**src/rtl/distance_scan_sequencer.sv**
```systemverilog
`timescale 1ns/1ps
// -----------------------------------------------------------------------------
// distance_scan_sequencer
//
// Purpose:
//   Scans the banked distance memory through its two read ports. Each issue
//   cycle reads two consecutive entries (A = p, B = p+1). The block tracks the
//   minimum distance and the index where it first occurs. When
//   DIST_SCAN_SUM_EN is defined, it also accumulates the sum of all scanned
//   distances.
//
// Optional feature macro: DIST_SCAN_SUM_EN (adds dist_sum port + accumulator)
//
// Parameters:
//   DIST_W   width of the distance field, bits [DIST_W-1:0] of each read word
//   MEM_LAT  cycles from address/chip-select issue to valid read data (1..3)
//
// Ports:
//   clk         system clock, rising edge
//   reset       synchronous active-low reset
//   start       one-cycle scan request, honoured only when idle
//   count       entries to scan (0..64, larger values clamp to 64)
//   busy        scan in progress (through the done cycle)
//   done        one-cycle completion pulse; results are held afterwards
//   mem_a_addr  port A entry address
//   mem_b_addr  port B entry address
//   mem_csa     port A chip select
//   mem_csb     port B chip select
//   mem_doa     port A read data
//   mem_dob     port B read data
//   min_dist    smallest distance found
//   min_idx     index of min_dist (lowest index on ties)
//   dist_sum    sum of scanned distances (DIST_SCAN_SUM_EN only)
// -----------------------------------------------------------------------------
module distance_scan_sequencer #(
    parameter int DIST_W  = 32,
    parameter int MEM_LAT = 1
) (
    input  logic              clk,
    input  logic              reset,
    input  logic              start,
    input  logic [6:0]        count,
    output logic              busy,
    output logic              done,
    output logic [5:0]        mem_a_addr,
    output logic [5:0]        mem_b_addr,
    output logic              mem_csa,
    output logic              mem_csb,
    input  logic [63:0]       mem_doa,
    input  logic [63:0]       mem_dob,
    output logic [DIST_W-1:0] min_dist,
    output logic [5:0]        min_idx
`ifdef DIST_SCAN_SUM_EN
    ,
    output logic [DIST_W+5:0] dist_sum
`endif
);

    typedef enum logic [1:0] {IDLE, ISSUE, DRAIN, FINISH} state_t;

    state_t      state_reg, state_next;
    logic [6:0]  ptr_reg, ptr_next;
    logic [6:0]  count_reg, count_next;
    logic [1:0]  drain_reg, drain_next;
    logic        accept;

    // Pointer arithmetic is 7 bits wide, so p+1 = 64 stays distinct from 0.
    logic [6:0]  count_clamped;
    logic [6:0]  ptr_plus1;
    logic [6:0]  ptr_plus2;

    assign count_clamped = (count > 7'd64) ? 7'd64 : count;
    assign ptr_plus1     = ptr_reg + 7'd1;
    assign ptr_plus2     = ptr_reg + 7'd2;

    // ---------------------------------------------------------------- FSM
    always_ff @(posedge clk) begin
        if (!reset) begin
            state_reg <= IDLE;
            ptr_reg   <= 7'd0;
            count_reg <= 7'd0;
            drain_reg <= 2'd0;
        end else begin
            state_reg <= state_next;
            ptr_reg   <= ptr_next;
            count_reg <= count_next;
            drain_reg <= drain_next;
        end
    end

    always_comb begin
        state_next = state_reg;
        ptr_next   = ptr_reg;
        count_next = count_reg;
        drain_next = drain_reg;
        accept     = 1'b0;
        done       = 1'b0;
        mem_csa    = 1'b0;
        mem_csb    = 1'b0;
        mem_a_addr = 6'd0;
        mem_b_addr = 6'd0;
        case (state_reg)
            IDLE: begin
                if (start) begin
                    accept     = 1'b1;
                    count_next = count_clamped;
                    ptr_next   = 7'd0;
                    state_next = (count_clamped == 7'd0) ? FINISH : ISSUE;
                end
            end
            ISSUE: begin
                mem_csa    = 1'b1;
                mem_a_addr = ptr_reg[5:0];
                // Odd counts leave the final B slot empty.
                if (ptr_plus1 < count_reg) begin
                    mem_csb    = 1'b1;
                    mem_b_addr = ptr_plus1[5:0];
                end
                ptr_next = ptr_plus2;
                if (ptr_plus2 >= count_reg) begin
                    state_next = DRAIN;
                    drain_next = 2'(MEM_LAT - 1);
                end
            end
            DRAIN: begin
                // The last read returns in the final DRAIN cycle.
                if (drain_reg == 2'd0) begin
                    state_next = FINISH;
                end else begin
                    drain_next = drain_reg - 2'd1;
                end
            end
            FINISH: begin
                done       = 1'b1;
                state_next = IDLE;
            end
            default: state_next = IDLE;
        endcase
    end

    assign busy = (state_reg != IDLE);

    // ------------------------------------------------- read-valid pipeline
    // Each stage carries a valid flag and the entry index for each port.
    // The last stage lines up with the returning DOA/DOB data.
    genvar gi;
    generate
        for (gi = 0; gi < MEM_LAT; gi++) begin : g_pipe
            logic       a_vld_reg, b_vld_reg;
            logic [5:0] a_idx_reg, b_idx_reg;
            logic       a_vld_in, b_vld_in;
            logic [5:0] a_idx_in, b_idx_in;

            if (gi == 0) begin : g_head
                assign a_vld_in = mem_csa;
                assign b_vld_in = mem_csb;
                assign a_idx_in = mem_a_addr;
                assign b_idx_in = mem_b_addr;
            end else begin : g_tail
                assign a_vld_in = g_pipe[gi-1].a_vld_reg;
                assign b_vld_in = g_pipe[gi-1].b_vld_reg;
                assign a_idx_in = g_pipe[gi-1].a_idx_reg;
                assign b_idx_in = g_pipe[gi-1].b_idx_reg;
            end

            always_ff @(posedge clk) begin
                if (!reset) begin
                    a_vld_reg <= 1'b0;
                    b_vld_reg <= 1'b0;
                    a_idx_reg <= 6'd0;
                    b_idx_reg <= 6'd0;
                end else begin
                    a_vld_reg <= a_vld_in;
                    b_vld_reg <= b_vld_in;
                    a_idx_reg <= a_idx_in;
                    b_idx_reg <= b_idx_in;
                end
            end
        end
    endgenerate

    logic              a_ok, b_ok;
    logic [5:0]        a_idx, b_idx;
    logic [DIST_W-1:0] a_dist, b_dist;

    assign a_ok   = g_pipe[MEM_LAT-1].a_vld_reg;
    assign b_ok   = g_pipe[MEM_LAT-1].b_vld_reg;
    assign a_idx  = g_pipe[MEM_LAT-1].a_idx_reg;
    assign b_idx  = g_pipe[MEM_LAT-1].b_idx_reg;
    assign a_dist = mem_doa[DIST_W-1:0];
    assign b_dist = mem_dob[DIST_W-1:0];

    // Only the distance field is meaningful; the rest of the word is ignored.
    logic unused_hi;
    assign unused_hi = ^{mem_doa[63:DIST_W], mem_dob[63:DIST_W]};

    // ---------------------------------------------------------- min search
    logic [DIST_W-1:0] min_dist_reg, min_dist_next;
    logic [5:0]        min_idx_reg, min_idx_next;

    // A before B with strict less-than: A holds the lower index of the pair,
    // so ties always resolve to the lowest index.
    always_comb begin
        min_dist_next = min_dist_reg;
        min_idx_next  = min_idx_reg;
        if (a_ok && (a_dist < min_dist_next)) begin
            min_dist_next = a_dist;
            min_idx_next  = a_idx;
        end
        if (b_ok && (b_dist < min_dist_next)) begin
            min_dist_next = b_dist;
            min_idx_next  = b_idx;
        end
    end

    always_ff @(posedge clk) begin
        if (!reset || accept) begin
            min_dist_reg <= '1;
            min_idx_reg  <= 6'd0;
        end else begin
            min_dist_reg <= min_dist_next;
            min_idx_reg  <= min_idx_next;
        end
    end

    assign min_dist = min_dist_reg;
    assign min_idx  = min_idx_reg;

`ifdef DIST_SCAN_SUM_EN
    // ---------------------------------------------------------- summation
    // Six extra bits hold 64 full-scale distances without wrapping.
    localparam int SUM_W = DIST_W + 6;

    logic [SUM_W-1:0] sum_reg;
    logic [SUM_W-1:0] a_term, b_term;

    assign a_term = a_ok ? {6'd0, a_dist} : '0;
    assign b_term = b_ok ? {6'd0, b_dist} : '0;

    always_ff @(posedge clk) begin
        if (!reset || accept) begin
            sum_reg <= '0;
        end else begin
            sum_reg <= sum_reg + a_term + b_term;
        end
    end

    assign dist_sum = sum_reg;
`endif

endmodule

```
**config.mk**
```make
export PLATFORM = sky130hd
export DESIGN_NAME = distance_scan_sequencer
export DESIGN_NICKNAME = d
export VERILOG_FILES = /design/src/rtl/distance_scan_sequencer.sv
export SDC_FILE = /design/constraint.sdc
export NUM_CORES = 1
export LEC_CHECK = 0
export CAP_MARGIN = 20
export CORE_ASPECT_RATIO = 0.75
export CORE_MARGIN = 1.5
export CORE_UTILIZATION = 40
export CTS_CLUSTER_DIAMETER = 50
export DETAILED_ROUTE_END_ITERATION = 8
export HOLD_SLACK_MARGIN = 0.08
export PLACE_DENSITY = 0.75
export SYNTH_ARGS = -nofsm -noshare
export SYNTH_HDL_FRONTEND = slang
export SYNTH_SLANG_ARGS = --single-unit
export TNS_END_PERCENT = 5
```
**constraint.sdc**
```tcl
create_clock -name clk -period 5.7 [get_ports clk]
set_clock_uncertainty 0.2 [all_clocks]
set_input_delay 1.71 -clock clk [delete_from_list [all_inputs] [get_ports clk]]
set_output_delay 1.71 -clock clk [all_outputs]
set_load 0.02 [all_outputs]
```
== Word-level counts from Yosys, hierarchy flattened ==
Cells that the tools add are included.

* Input bits: 138
* Flip-flop bits (word level): 70
* Output and inout bits: 54

* Reduce and logical (&&, ||, !) cells: 15
* Eq/ne operators: 7
* $lt $le $gt $ge: 5
* Muxes and demuxes: 24
* Add/subtract/negate cells: 3

{| class="wikitable"
|+ Operators by type and width
! cell !! number
|-
| < comparator 32 bit || 2
|-
| 2-to-1 mux 32 bit || 2
|-
| 2-to-1 mux 6 bit || 5
|-
| 2-to-1 mux 7 bit || 2
|-
| case mux 7 bit (2 select lines) || 1
|-
| 2-to-1 mux 2 bit || 6
|-
| inequality test 2 bit (second input constant) || 4
|-
| case mux 2 bit (4 select lines) || 1
|-
| nonzero test 2 bit || 4
|-
| adder 7 x 1 -> 7 bit (second input constant) || 1
|-
| adder 7 x 2 -> 7 bit (second input constant) || 1
|-
| >= comparator 7 bit || 1
|-
| > comparator 7 bit (second input constant) || 1
|-
| logical NOT 7 bit || 1
|-
| < comparator 7 bit || 1
|-
| 2-to-1 mux 1 bit || 6
|-
| AND reduction 3 bit || 2
|-
| equality test 2 bit (second input constant) || 2
|-
| logical NOT 2 bit || 2
|-
| case mux 2 bit (2 select lines) || 1
|-
| AND reduction 2 bit || 2
|-
| equality test 2 x 1 -> 1 bit (second input constant) || 1
|-
| logical AND 1 bit || 2
|-
| subtractor 2 x 1 -> 2 bit (second input constant) || 1
|-
| other kinds (2) || 2
|}

== Logic depth before layout (Yosys ltp) ==
Gate-level depths: netlist (run 1).

* Depth after elaboration: 6
* Depth in mapped cells: 22
* Gate-level depth less buffers: 18

== Worst setup path before layout (run 1) ==
OpenSTA, ideal clock, no wires.

* Kind: input to register
* Start: in mem_doa[30]
* End: reg min_dist_reg[10] (netlist: min_dist[10])
* Stages: 20
* Arrival time: 5.680 ns
* Library setup time: 0.134 ns
* Path slack: -0.314 ns
* Cells stage by stage: ha_1 -> nand4_1 -> or2_1 -> or4_4 -> o21a_1 -> clkbuf_1 -> buf_2 -> clkbuf_1 -> a21oi_1 -> ha_1 -> a21oi_1 -> o21ai_0 -> a2111oi_0 -> o21bai_1 -> nand2b_1 -> a211o_1 -> buf_4 -> buf_6 -> a211oi_1 -> a31oi_1

* Cells in the longest elaborated chain, start to end: 6

{| class="wikitable"
|+ Ends and longest elaborated chain
! what !! RTL line !! text
|-
| start, declared || 49 || <nowiki>input logic [63:0] mem_doa,</nowiki>
|-
| < comparator 32 bit || 206 || <nowiki>if (a_ok && (a_dist < min_dist_next)) begin</nowiki>
|-
| logical AND 1 bit || 206 ||
|-
| 2-to-1 mux 32 bit (*) || 206 ||
|-
| < comparator 32 bit || 210 || <nowiki>if (b_ok && (b_dist < min_dist_next)) begin</nowiki>
|-
| logical AND 1 bit || 210 ||
|-
| 2-to-1 mux 32 bit (*) || 210 ||
|-
| end signal, assigned || 221 || <nowiki>min_dist_reg <= min_dist_next;</nowiki>
|-
| end, declared || 198 || <nowiki>logic [DIST_W-1:0] min_dist_reg, min_dist_next;</nowiki>
|}

Every way passes the cells marked *; elsewhere a longest branch is shown, timed or not.
A chain may end at the register's enable or synchronous reset.

== Worst setup path after layout (run 1) ==
* Start: in mem_doa[31]
* End: reg min_idx_reg[3] (netlist: min_idx[3])

* Cells in the longest elaborated chain, start to end: 6
* Elaborated cells between the ends (all ways): 7
* Those cells by class: order compare: 2; mux: 2; reduce/logical: 3

{| class="wikitable"
|+ Ends and longest elaborated chain
! what !! RTL line !! text
|-
| < comparator 32 bit || 206 ||
|-
| logical AND 1 bit || 206 ||
|-
| 2-to-1 mux 32 bit || 206 ||
|-
| < comparator 32 bit || 210 ||
|-
| logical AND 1 bit || 210 ||
|-
| 2-to-1 mux 6 bit / nonzero test 2 bit (equally long branches) || n/a ||
|-
| end signal, assigned || 222 || <nowiki>min_idx_reg <= min_idx_next;</nowiki>
|-
| end, declared || 199 || <nowiki>logic [5:0] min_idx_reg, min_idx_next;</nowiki>
|}

Several ways; a longest one is shown, not always the timed one.

==> impl_metrics.toml, run 1 <==
[die]
core_region_area_sq_mm = 0.0117
initial_core_util_pct = 41.5
fp-row-count = 34
dieHeight_microns = 98.4
dieArea_sq_mm = 0.0128
die_w_microns = 130
ios = 192

[worst_hold_path]
hold_class = "flip-flop to flip-flop"

[layout]
fill_cells = 855
drive_gt1_share_pct = 29.8
area_growth_pct = 65.4
fin_nets = 985
largest_reg_flops = 32
fin_util_pct = 68.7
final_cells = 935

[grt]
grt_pass1_vias = 5203
grt_pass1_wl_microns = 24800
overflow = 0
antenna_found_initial = 2
grt_start_max_net_pins = 33
track_usage_pct = 24.6

[critical_path]
slowest_stage = "or4_4"
cp_top_family = "simple AND/OR/NAND/NOR gates"
worstSetupEndpointType = "flip-flop"
cp_max_fo = 7
worst-path-buf-inv = 3
cp.required_ns = 5.68
crit_chain = "clkbuf_2, ha_4, nand4_1, or2_4, or4_4, o21a_4, clkbuf_16, nor2_1, a21oi_2, ha_1, nand2_2, nor3_4, nand2_1, or4_4, a31oi_4, and2_4, clkbuf_16, a211oi_2"
crit_arrival_ns = 5.92
worstSetupStartpointType = "input port"
slowest_delay_ns = 0.59
critical_path_class = "input port to flip-flop"
r2r_setup_slack_ns = 0.83

[synthesis]
synthTopCellsByArea = "dfxtp_1 (28%), ha_1 (21%), a21oi_1 (6.8%)"
ys_types = 52
yosys.area.top_type = "dfxtp_1"
synth_common_cells = "ha_1 (81), dfxtp_1 (67), a21oi_1 (66)"
synth_area_sq_mm = 0.00486
yosys_warnings = 0
syn-num-nets = 814
yosysMostFrequentCell = "ha_1"
ys_seq_area_share_pct = 27.6
avgSynthCellArea_sq_um = 8.16
yosysTopAreaCellShare_pct = 27.6
ys_ff_latch = 67
synth_cells = 595
async_flop_share_pct = 0
synth_edf_count = 0
synth_ff_type = "dfxtp_1"

[clock_tree]
cts_tree = "done"
clock-sinks = 67
path_clk_slew_ns = 0.06
worstSkewPairLatency_ns = 0.34
holdBufCountCts = 0
cts_max_level = 3
cts_max_path_buffers = 2
cts-root-buf = "clkbuf_16"
cts_made_buffers = 9

[power_and_ir_drop]
vdd_drop_max_mv = 0.186
leakagePower_uw = 0.00357
power_density_mw_per_mm2 = 430

[detailed_routing]
via_count = 5410
viasPerCell = 5.79
wirelength_microns = 18300
post_drt_wl_per_cell_microns = 19.6
drtAntennaViolNets = 0
dr.pass1.iters = 5
routed.top_layer = "met4"
met2_length_microns = 8800
drc_errors = 0
met1_length_microns = 7480
dr_wl_met3_microns = 1520
drt_iter0_drc = 335

[sta]
hold_ws_ns = 0.275
tightest_slew_ns = 0.855
worst_slack_ns = -0.241
min_period_ns = 5.94
finalMaxSlewViolations = 0
min_period_over_period_pct = 104
max_freq_ghz = 0.168
rsz0062_at_grt = "yes"
finalHoldViolCount = 0
setup_viol = 38
relSlewSlack_pct = 43.0
setup_tns_ns = -7.90

[placed_design]
pre_cts_slack_ns = -0.965
dp_cells = 893
gp_congestion = 0.853
io_buffers = 126
dp_hpwl_microns = 11400

[outcome]
violations = "setup timing"
status = "complete, but fails checks"

[job]
drv_cap = 0
[path summary, 6_finish.rpt]
path                                start                       to  cells after the start
setup / recovery              mem_doa[31]  min_idx[3]$_SDFFE_PP0P_                     18
hold / removal    min_idx[0]$_SDFFE_PP0P_  min_idx[0]$_SDFFE_PP0P_                      2
setup reg to reg  min_dist[29]$_SDFF_PP1_  min_idx[3]$_SDFFE_PP0P_                     18
hold reg to reg   min_idx[0]$_SDFFE_PP0P_  min_idx[0]$_SDFFE_PP0P_                      2
[worst reg2reg max path, stage by stage, from the launching register on]
cell and delay, ns:
dfxtp_1 0.35, inv_1 0.07, ha_1 0.29, nand4_1 0.16, or2_4 0.29, or4_4 0.59
o21a_4 0.28, clkbuf_16 0.19, nor2_1 0.18, a21oi_2 0.07, ha_1 0.31, nand2_2 0.08
nor3_4 0.19, nand2_1 0.08, or4_4 0.50, a31oi_4 0.30, and2_4 0.32, clkbuf_16 0.20
a211oi_2 0.07
[layout by cell type (no fill, tap or decap), types with 9 or more instances in the layout]
cell type,instances
a211oi_2,37
clkbuf_16,14
and2_1,10
and3_1,15
dlymetal6s2s_1,17
a21oi_2,27
o21ai_0,15
buf_4,50
a31oi_1,29
nor2b_1,14
ha_1,60
dfxtp_1,67
nor2_1,24
ha_4,19
a21oi_1,35
nand4_1,10
nand2b_1,9
inv_1,50
clkdlybuf4s50_1,101
nor2_2,11
nand2_1,24
[power breakdown]
group | total [uW] | switching (uW) | internal [uW]
clock | 527 | 211 | 317
combinational | 2280 | 1250 | 1040
sequential | 641 | 70.0 | 571
[stage by stage]
stage               instance area, sq um  total power [uW]
detailed placement                  6760              2340
global placement                    6760              2260
finish                              8030              3450
global route                        8030              3640
CTS                                 7280              3000
floorplan                           5100              1700
[final cells by class]
type                            count  area, sq um  share of cell area (%)
Multi-Input combinational cell    440         3940                    49.1
Timing Repair Buffer              198         2070                    25.8
Sequential cell                    67         1340                    16.7
Clock buffer                       12          256                    3.19
Tap cell                          162          203                    2.52
Inverter                           50          188                    2.34
Clock inverter                      4         25.0                   0.312
Antenna cell                        2         5.00                  0.0623
[metal layers]
layer	GRT usage, %	up-vias
li1	-	2507
met2	41.3	242
met3	6.24	54
met5	0	-
met1	31.1	2607
met4	6.84	0
[cell families (layout without fill, tap and decap cells)]
logic type,after synthesis,count (layout),synth area share [%]
buf+inv,89,264,8.09
xor+xnor,4,4,0.721
other cells,1,3,0.0772
mux,6,6,1.24
flops,67,67,27.6
simple gates,149,149,15.6
fa+ha+maj,81,81,20.9
compound gates,198,199,25.8
[repair_timing]
action | in CTS | in global routing
buffers inserted | 2 | 13
endpoints found under the setup margin | 38 | 38
gates cloned | 1 | 8
pin swaps | 17 | 67
resized for setup | 45 | 133
No activity file was read; power rests on OpenSTA's default activity.
==> inputs of run 2 (changes only) <==
Settings changed: CORE_UTILIZATION 40 to 44, CTS_CLUSTER_DIAMETER 50 to 120, PLACE_DENSITY 0.75 to 0.78.
Clock period 5.7 ns to 6.6 ns, I/O delays scaled along.
==> impl_metrics.toml, run 2 (synthesized netlist as in run 1, its figures left out) <==
[layout]
area_growth_pct = 40.9
fin_nets = 952
final_cell_mix = "clkdlybuf4s50_1 (125), ha_1 (79), dfxtp_1 (67), a21oi_1 (65), inv_1 (50)"
fill_cells = 918
largest_reg_flops = 32
drive_gt1_share_pct = 9.62
diodes = 0
final_common_cell = "clkdlybuf4s50_1"

[clock_tree]
cts_made_buffers = 9
cts_tree = "done"
cts-root-buf = "clkbuf_16"
cts_max_path_buffers = 2
path_clk_slew_ns = 0.05
cts_max_level = 3
holdBufCountCts = 0
worstSkewPairLatency_ns = 0.33
clock-sinks = 67

[die]
initial_core_util_pct = 44.7
dieArea_sq_mm = 0.0117
dieHeight_microns = 94.0
die_w_microns = 124
ios = 192
fp-row-count = 33
core_region_area_sq_mm = 0.0109

[sta]
min_period_over_period_pct = 97.3
min_period_ns = 6.42
finalMaxSlewViolations = 0
setup_viol = 0
tightest_slew_ns = 0.807
finalHoldViolCount = 0
max_freq_ghz = 0.156
relSlewSlack_pct = 46.2
rsz0062_at_grt = "yes"
setup_tns_ns = 0

[power_and_ir_drop]
p_sw_share_pct = 42.3
p_int_uw = 1430
vdd_drop_max_mv = 0.145
total_power_uw = 2480
power_density_mw_per_mm2 = 362
switching_power_uw = 1050
leakagePower_uw = 0.00311
p_comb_share_pct = 58.1
pwr-share-seq_pct = 22.2
power_frac_clock_pct = 19.7

[job]
drv_cap = 0

[detailed_routing]
drtAntennaViolNets = 0
via_count = 4986
wirelength_microns = 14600
viasPerCell = 5.68
dr.pass1.iters = 4
post_drt_wl_per_cell_microns = 16.7
drt_iter0_drc = 307
drc_errors = 0

[critical_path]
crit_arrival_ns = 6.45
reg2reg_depth = 22
cp_max_fo = 13
cp.required_ns = 6.63
r2r_start = "min_dist[30]$_SDFF_PP1_"
critical_path_class = "input port to flip-flop"
worstSetupEndpointType = "flip-flop"
r2r-end = "min_idx[3]$_SDFFE_PP0P_"
r2r_setup_slack_ns = 1.92
crit_path_start = "mem_doa[30]"
critPathCapture = "min_idx[3]$_SDFFE_PP0P_"
worstSetupStartpointType = "input port"

[grt]
grt_start_max_net_pins = 43
antenna_found_initial = 0
overflow = 0
track_usage_pct = 24.9
grt_pass1_vias = 5024
grt_pass1_wl_microns = 23900

[outcome]
status = "finished, final reports clean"

[worst_hold_path]
hold_path_depth = 2
hold_class = "flip-flop to flip-flop"

[placed_design]
dp_hpwl_microns = 11100
io_buffers = 126
gp_congestion = 0.900
==> run 2: layout make-up <==
| class | instances | area (sq um) | area share, % |
|---|---|---|---|
| repair buffers | 165 | 1610 | 23.6 |
| flip-flops and latches | 67 | 1340 | 19.6 |
| well taps | 140 | 175 | 2.56 |
| multi-input cells | 440 | 3220 | 47.1 |
| clock inverters | 5 | 62.6 | 0.914 |
| clock buffers | 11 | 243 | 3.55 |
| inverters | 50 | 188 | 2.74 |
==> run 2: through the flow <==
step	hold WS, ns	util, %	cell area [sq um]	setup slack [ns]	cells
floorplan	0.243	-	4860	0.316	595
global placement	0.264	59.2	6420	-0.209	858
detailed placement	0.286	59.2	6420	-0.295	858
CTS	0.294	62.2	6750	0.0445	874
global route	0.327	63.0	6840	-0.0180	878
finish	0.287	63.0	6840	0.176	878
==> run 2: timing repair <==
| item | in CTS | in global routing |
|---|---|---|
| endpoints found under the setup margin | 4 | 38 |
| buffers inserted | 0 | 3 |
| hold endpoints to repair | 0 | 0 |
| gates resized for setup | 4 | 12 |
| pin swaps | 0 | 12 |
| gates cloned | 0 | 1 |
==> run 2: power groups by stage <==
stage               sequential, uW  combinational, uW  clock [uW]
floorplan                      628                777           0
global placement               554               1320           0
detailed placement             558               1380           0
CTS                            550               1400         492
global route                   561               1590         512
finish                         550               1440         488
==> run 2: metal layers <==
layer | vias to the layer above | track usage (%) | part of all wire (%)
li1 | 2443 | - | -
met1 | 2339 | 32.1 | 45
met2 | 173 | 41.4 | 46
met3 | 31 | 5.69 | 6.5
met4 | 0 | 8.43 | 2.4
met5 | - | 0 | 0
==> run 2: how the worst min path moves through the flow <==
stage | start | end | slack (ns)
2_1_floorplan | count_reg[6]$_SDFFE_PN0P_ | count_reg[6]$_SDFFE_PN0P_ | 0.24
3_3_place_gp | count_reg[6]$_SDFFE_PN0P_ | count_reg[6]$_SDFFE_PN0P_ | 0.26
3_5_place_dp | min_idx[0]$_SDFFE_PP0P_ | min_idx[0]$_SDFFE_PP0P_ | 0.29
4_1_cts | min_idx[0]$_SDFFE_PP0P_ | min_idx[0]$_SDFFE_PP0P_ | 0.29
5_1_grt | min_idx[0]$_SDFFE_PP0P_ | min_idx[0]$_SDFFE_PP0P_ | 0.33
6_report | min_idx[0]$_SDFFE_PP0P_ | min_idx[0]$_SDFFE_PP0P_ | 0.29
==> run 2: critical path, cell delays in order <==
cell and delay (ns):
clkdlybuf4s50_1 0.44, ha_1 0.33, buf_4 0.14, a21oi_1 0.14, nand2_1 0.07, a221oi_1 0.26
buf_4 0.17, o21a_1 0.21, o21a_4 0.23, buf_4 0.18, nor2_1 0.05, a21oi_1 0.20
ha_1 0.30, a21o_1 0.16, a21o_1 0.17, a21oi_1 0.17, o2111a_2 0.28, nand2_1 0.06
a211o_1 0.31, and2_4 0.23, buf_12 0.15, a211oi_1 0.21
